<file path="src/rtl/key_debounce_multi_pkg.sv">
// Shared types and helpers for the multi-key debouncer.
// Contents: key_st_t channel state enum, MS_PER_S, tick_div() for the 1 ms prescaler.
package key_pkg;

   typedef enum logic [1:0] {
      REL = 2'd0,
      PRS = 2'd1,
      LNG = 2'd2
   } key_st_t;

   localparam int unsigned MS_PER_S = 1000;

   // Clock cycles per 1 ms tick.
   function automatic int unsigned tick_div(input int unsigned clk_hz);
      return clk_hz / MS_PER_S;
   endfunction

endpackage

</file>
<file path="src/rtl/key_debounce_multi_ms_tick_gen.sv">
// Shared 1 ms prescaler: tick is high for one cycle every DIV cycles.
// Ports: clk, rst (sync, active-high), tick (registered pulse).
module ms_tick_gen #(
   parameter int unsigned DIV = 50_000
) (
   input  logic clk,
   input  logic rst,
   output logic tick
);

   localparam int unsigned CW = (DIV > 1) ? $clog2(DIV) : 1;
   localparam logic [CW-1:0] LAST = CW'(DIV - 1);

   logic [CW-1:0] cnt;

   // Free-running divider, tick registered on wrap.
   always_ff @(posedge clk) begin
      if (rst) begin
         cnt  <= '0;
         tick <= 1'b0;
      end else if (cnt == LAST) begin
         cnt  <= '0;
         tick <= 1'b1;
      end else begin
         cnt  <= cnt + CW'(1);
         tick <= 1'b0;
      end
   end

endmodule

</file>
<file path="src/rtl/key_debounce_multi.sv">
// Multi-channel key debouncer and event generator for active-low buttons.
// Ports: clk, rst (sync, active-high), key_in (raw, 1 = released),
//        key_state (debounced level, 1 = pressed), key_press / key_release /
//        key_long / key_repeat (one-cycle event pulses per key).
// Optional: define KEY_AUTOREPEAT_EN to enable key_repeat; otherwise it is 0.
module key_debounce_multi #(
   parameter int unsigned NUM_KEYS    = 4,
   parameter int unsigned CLK_HZ      = 50_000_000,
   parameter int unsigned DEBOUNCE_MS = 10,
   parameter int unsigned LONG_MS     = 1000,
   parameter int unsigned REPEAT_MS   = 200
) (
   input  logic                clk,
   input  logic                rst,
   input  logic [NUM_KEYS-1:0] key_in,
   output logic [NUM_KEYS-1:0] key_state,
   output logic [NUM_KEYS-1:0] key_press,
   output logic [NUM_KEYS-1:0] key_release,
   output logic [NUM_KEYS-1:0] key_long,
   output logic [NUM_KEYS-1:0] key_repeat
);

   import key_pkg::*;

   localparam int unsigned TICK_DIV = tick_div(CLK_HZ);
   localparam int unsigned DEB_W    = $clog2(DEBOUNCE_MS + 1);
   localparam int unsigned HOLD_W   = $clog2(LONG_MS + 1);

   logic tick;

   ms_tick_gen #(.DIV(TICK_DIV)) u_tick (
      .clk  (clk),
      .rst  (rst),
      .tick (tick)
   );

   for (genvar i = 0; i < NUM_KEYS; i++) begin : g_ch
      logic [1:0]        sync_q;
      logic              sync_p;
      logic [DEB_W-1:0]  deb_cnt;
      logic [HOLD_W-1:0] hold_cnt;
      key_st_t           state, state_nx;
      logic              differ_c, acc_c, long_hit_c;
      logic              press_c, release_c, long_c, repeat_c;
      logic              state_q, press_q, release_q, long_q, repeat_q;

      // Two-flop synchronizer, idles released.
      always_ff @(posedge clk) begin
         if (rst) sync_q <= 2'b11;
         else     sync_q <= {sync_q[0], key_in[i]};
      end

      assign sync_p     = ~sync_q[1];
      assign differ_c   = sync_p != (state != REL);
      assign acc_c      = tick && differ_c && (deb_cnt == DEB_W'(DEBOUNCE_MS - 1));
      assign long_hit_c = tick && (state == PRS) && (hold_cnt == HOLD_W'(LONG_MS - 1));

      // Debounce counter: counts ticks the synced level disagrees with the accepted one.
      always_ff @(posedge clk) begin
         if (rst) begin
            deb_cnt <= '0;
         end else if (tick) begin
            if (!differ_c || acc_c) deb_cnt <= '0;
            else                    deb_cnt <= deb_cnt + DEB_W'(1);
         end
      end

      // Hold counter: held at 0 while released, saturates at LONG_MS.
      always_ff @(posedge clk) begin
         if (rst || (state == REL)) begin
            hold_cnt <= '0;
         end else if (tick && (hold_cnt != HOLD_W'(LONG_MS))) begin
            hold_cnt <= hold_cnt + HOLD_W'(1);
         end
      end

      // State register.
      always_ff @(posedge clk) begin
         if (rst) state <= REL;
         else     state <= state_nx;
      end

      // Next state: release acceptance takes priority over the long threshold.
      always_comb begin
         state_nx = state;
         unique case (state)
            REL:     if (acc_c) state_nx = PRS;
            PRS:     if (acc_c) state_nx = REL;
                     else if (long_hit_c) state_nx = LNG;
            LNG:     if (acc_c) state_nx = REL;
            default: state_nx = REL;
         endcase
      end

      // Event decode.
      always_comb begin
         press_c   = 1'b0;
         release_c = 1'b0;
         long_c    = 1'b0;
         unique case (state)
            REL: press_c = acc_c;
            PRS: begin
               release_c = acc_c;
               long_c    = long_hit_c && !acc_c;
            end
            LNG: release_c = acc_c;
            default: ;
         endcase
      end

`ifdef KEY_AUTOREPEAT_EN
      localparam int unsigned REP_W = $clog2(REPEAT_MS + 1);
      logic [REP_W-1:0] rep_cnt;
      logic             rep_wrap_c;

      assign rep_wrap_c = rep_cnt == REP_W'(REPEAT_MS - 1);
      assign repeat_c   = tick && (state == LNG) && !acc_c && rep_wrap_c;

      // Repeat interval counter, restarts on every entry to LNG.
      always_ff @(posedge clk) begin
         if (rst || (state != LNG)) begin
            rep_cnt <= '0;
         end else if (tick) begin
            if (rep_wrap_c) rep_cnt <= '0;
            else            rep_cnt <= rep_cnt + REP_W'(1);
         end
      end
`else
      assign repeat_c = 1'b0;
`endif

      // Registered outputs.
      always_ff @(posedge clk) begin
         if (rst) begin
            state_q   <= 1'b0;
            press_q   <= 1'b0;
            release_q <= 1'b0;
            long_q    <= 1'b0;
            repeat_q  <= 1'b0;
         end else begin
            state_q   <= state_nx != REL;
            press_q   <= press_c;
            release_q <= release_c;
            long_q    <= long_c;
            repeat_q  <= repeat_c;
         end
      end

      assign key_state[i]   = state_q;
      assign key_press[i]   = press_q;
      assign key_release[i] = release_q;
      assign key_long[i]    = long_q;
      assign key_repeat[i]  = repeat_q;
   end

endmodule

</file>
<file path="config.mk">
export PLATFORM = sky130hd
export DESIGN_NAME = key_debounce_multi
export DESIGN_NICKNAME = d
export VERILOG_FILES = /design/src/rtl/key_debounce_multi_pkg.sv /design/src/rtl/key_debounce_multi_ms_tick_gen.sv /design/src/rtl/key_debounce_multi.sv
export SDC_FILE = /design/constraint.sdc
export NUM_CORES = 1
export LEC_CHECK = 0
export CORE_ASPECT_RATIO = 0.9
export CORE_MARGIN = 3
export CORE_UTILIZATION = 54
export CTS_CLUSTER_SIZE = 30
export DETAILED_ROUTE_END_ITERATION = 16
export GPL_TIMING_DRIVEN = 0
export HOLD_SLACK_MARGIN = 0.1
export PLACE_DENSITY = 0.76
export SETUP_SLACK_MARGIN = 0.02
export SLEW_MARGIN = 20
export SYNTH_ARGS = -nofsm -noshare
export SYNTH_HDL_FRONTEND = slang
export SYNTH_SLANG_ARGS = --single-unit
</file>
<file path="constraint.sdc">
create_clock -name clk -period 1.65 [get_ports clk]
set_input_delay 0.165 -clock clk [delete_from_list [all_inputs] [get_ports clk]]
set_output_delay 0.165 -clock clk [all_outputs]
set_load 0.05 [all_outputs]
</file>
==> metrics.txt <==
status finished with violations; failing checks setup timing; CP delay by family, top simple AND/OR/NAND/NOR gates; remaining global-route overflow 0; clk slew on worst S/H paths 0.09 ns; Worst Path Buf+Inv 2; Initial Util 56.74%; Tmin final around 1.7 ns; largest net degree at the start of global routing 17; CP most frequent cell inv_2; vias in the first global route around 3.6k; Worst slew margin 59.61%; Syn. warnings 0; I/O pin count 26; Total GRT Usage between 10% and 20%; critical path class flop to flop; clock root cell clkbuf_8; post-synthesis sequential area ratio between 40 and 50%; Worst Path Arrival 1.95 ns; DR pass1 iterations 4; Critical Path Sink Type flop; total CTS buffers 9; Worst path slowest cell or4_4; Hold Fails Final Rpt 0; number of synthesized register bits 105; DP Wirelength between 6000 and 7000 µm; initial detailed-routing violation count 123; Core ar. approximately 8800 µm²; row count 32; Least-Margin Pin Slew around 0.6 ns; fin worst setup slack -0.03587 ns; htree depth 3; synthesized area 4975 µm²; Nets roughly 630; delay of the slowest critical-path stage roughly 0.53 ns; period utilisation layout 102.2%; Crit path required time about 1.9 ns; die width roughly 110 µm; final WL approximately 9700 µm; Peak VDD IR around 680 µV; unrepaired setup endpoints after global routing true; drt drc 0; clk_lat worst skew roughly 0.36 ns; Post-Route Skew around 0.0056 ns; final RePlAce weighted congestion 0.8506; first-pass GRT wire length between 15,000 and 20,000 µm; syn_area_per_cell ~9 µm²; IO buf count 21; non-filler instance count after layout 717; HP Class input port to flop; Final setup viols 1; Die Ht around 97 µm; clock buffer depth 2; max_cap viols 0; post-synth cell types 50; Post-Place Cells 690; CTS tree built; Routed Antenna Nets 0; final-report max-slew violation count 0; wire per inst about 14 µm; total power about 0.0045 W; PwrDens roughly 760 nW/µm²; Crit Path Max Fanout 2; Die ar. approximately 10,000 µm²; Place WS -0.4200 ns; Finished Cell Area 5939 µm²; Hold WS approximately 0.36 ns; crit-path cells inv_2 > ha_4 > inv_2 > or4_4 > a2111o_1 > o41ai_2; CP startpoint kind flop; initial antenna violation count 0; share of layout cells above drive strength 1 a little over a fifth; clk sink count between 100 and 150; Area Overhead vs Synth 19.39%; post-synthesis cell count approximately 550; ant diodes 0; routed vias/inst between 5 and 6; dpl cell area around 5400 µm²; Leakage Power 2.229 nW; DR vias about 3.8k; maximum clock rate around 600 MHz
repair_timing:
item                                    CTS  global route
endpoints found under the setup margin   78            63
pin swaps                                 5            10
hold buffers                              0             0
setup buffers                             4             7
gates resized for setup                  65            38
placed cells by master, fill, tap and decap left out, types with 3 or more instances in the layout:
cell and n:
nor4b_1 5, buf_2 3, inv_1 30, ha_2 4, or2_2 12, nand4_1 17, and3b_1 4, inv_2 3
conb_1 4, or4_4 3, a21oi_1 12, buf_4 32, nand3_1 11, mux2i_1 4, ha_4 5, ha_1 24
dfxtp_4 5, nor3b_1 4, a21o_1 4, clkdlybuf4s50_1 5, and4b_1 3, o41ai_2 5, or3_1 10, nand2_1 33
clkbuf_8 9, clkbuf_1 8, nor3_1 22, nor2_1 69, a211oi_1 5, o21ai_0 7, dfxtp_2 17, xor2_1 24
dfxtp_1 83, xnor2_1 32, nand4b_1 7, nor4_1 6, dlygate4sd2_1 16
sequential cells by signal, indices dropped and copies added (netlist names):
register / count
g_ch.press_q: 4
u_tick.tick: 1
g_ch.state_q: 4
u_tick.cnt: 16
g_ch.deb_cnt: 16
g_ch.state: 8
g_ch.release_q: 4
g_ch.sync_q: 8
g_ch.long_q: 4
g_ch.hold_cnt: 40
cell families after synthesis:
logic type                 Yosys count  synth area share (%)
and+or+nand+nor                    227                 24.25
DFF                                105                 42.25
buffers and inverters               68                 6.765
xor gates and xnor gates            57                 10.04
AOI/OAI and AO/OA                   52                 7.520
adders and majority gates           33                 8.300
muxes                                4                0.8049
other                                1               0.07538
metrics by stage:
stage               TNS [ns]  util (%)
floorplan                  0         -
global placement      -18.41     61.06
detailed placement    -19.92     61.06
CTS                 -0.02350     65.41
global route         -0.1533     67.74
finish              -0.03587     67.74
per-layer routing:
layer | track usage [%] | vias to the layer above | part of all wire (%)
met4 | 6.785 | 0 | 1.7
met3 | 4.784 | 17 | 3.7
li1 | - | 1936 | -
met1 | 22.94 | 1758 | 46
met2 | 31.46 | 64 | 49
met5 | 0 | - | 0
cells in the mapped netlist, drive strengths merged:
cell | n | area, µm²
nor3 | 23 | 115.1
ha | 33 | 412.9
o21a | 2 | 15.01
o21ai | 8 | 40.04
nor4 | 9 | 56.30
and3 | 3 | 20.02
o21ba | 1 | 10.01
mux2i | 4 | 40.04
a211o | 1 | 8.760
nor4b | 5 | 43.79
a211oi | 6 | 45.04
nand2 | 34 | 127.6
and4 | 2 | 17.52
o21bai | 2 | 15.01
inv | 34 | 127.6
clkbuf | 8 | 30.03
conb | 1 | 3.750
nand3 | 14 | 70.07
a21oi | 12 | 60.06
dfxtp | 105 | 2102
a2111o | 2 | 22.52
o41ai | 6 | 52.55
a21boi | 1 | 7.510
or2 | 12 | 75.07
a221oi | 2 | 23.77
o211a | 1 | 10.01
nand2b | 3 | 18.77
xor2 | 25 | 219.0
nand4b | 8 | 85.08
or3 | 10 | 62.56
and4b | 3 | 30.03
nor2 | 70 | 262.8
a21bo | 1 | 10.01
nand4bb | 1 | 11.26
and3b | 4 | 35.03
nand4 | 17 | 106.4
a21o | 4 | 30.03
xnor2 | 32 | 280.3
o31ai | 2 | 15.01
or4 | 3 | 26.27
nor3b | 4 | 30.03
a31o | 1 | 8.760
buf | 26 | 178.9
nor2b | 2 | 12.51
power breakdown:
part	internal (W)	total, W	switching, W
Clock	0.000857	0.00170	0.000839
Combinational	0.0000981	0.000245	0.000147
Sequential	0.00255	0.00257	0.0000209
Total	0.00351	0.00451	0.00101
worst paths after layout:
| path | from | to | slack, ns | cells after the start |
|---|---|---|---|---|
| hold / removal | key_in[3] | g_ch[3].sync_q[0]$_SDFF_PP1_ | 0.36 | 2 |
| hold reg to reg | g_ch[3].sync_q[0]$_SDFF_PP1_ | g_ch[3].sync_q[1]$_SDFF_PP1_ | 0.41 | 1 |
| setup / recovery | g_ch[2].state[1]$_SDFF_PP0_ | g_ch[2].state_q$_SDFF_PP0_ | -0.04 | 6 |
| setup reg to reg | g_ch[2].state[1]$_SDFF_PP0_ | g_ch[2].state_q$_SDFF_PP0_ | -0.04 | 6 |
final cells by class:
| class | count | area (µm²) |
|---|---|---|
| tap | 119 | 148.9 |
| sequential | 105 | 2142 |
| clock inverter | 5 | 78.83 |
| timing repair buffer | 32 | 272.8 |
| inverter | 34 | 130.1 |
| buffer | 34 | 230.2 |
| clock buffer | 11 | 131.4 |
| fill | 659 | 2829 |
| multi-input combinational | 377 | 2805 |
worst register-to-register path: stages, from the launching register on:
cell and delay [ns]:
dfxtp_2 0.34, inv_2 0.07, ha_4 0.14, inv_2 0.03, or4_4 0.53, a2111o_1 0.42, o41ai_2 0.07
(Power assumes the default switching activity.)
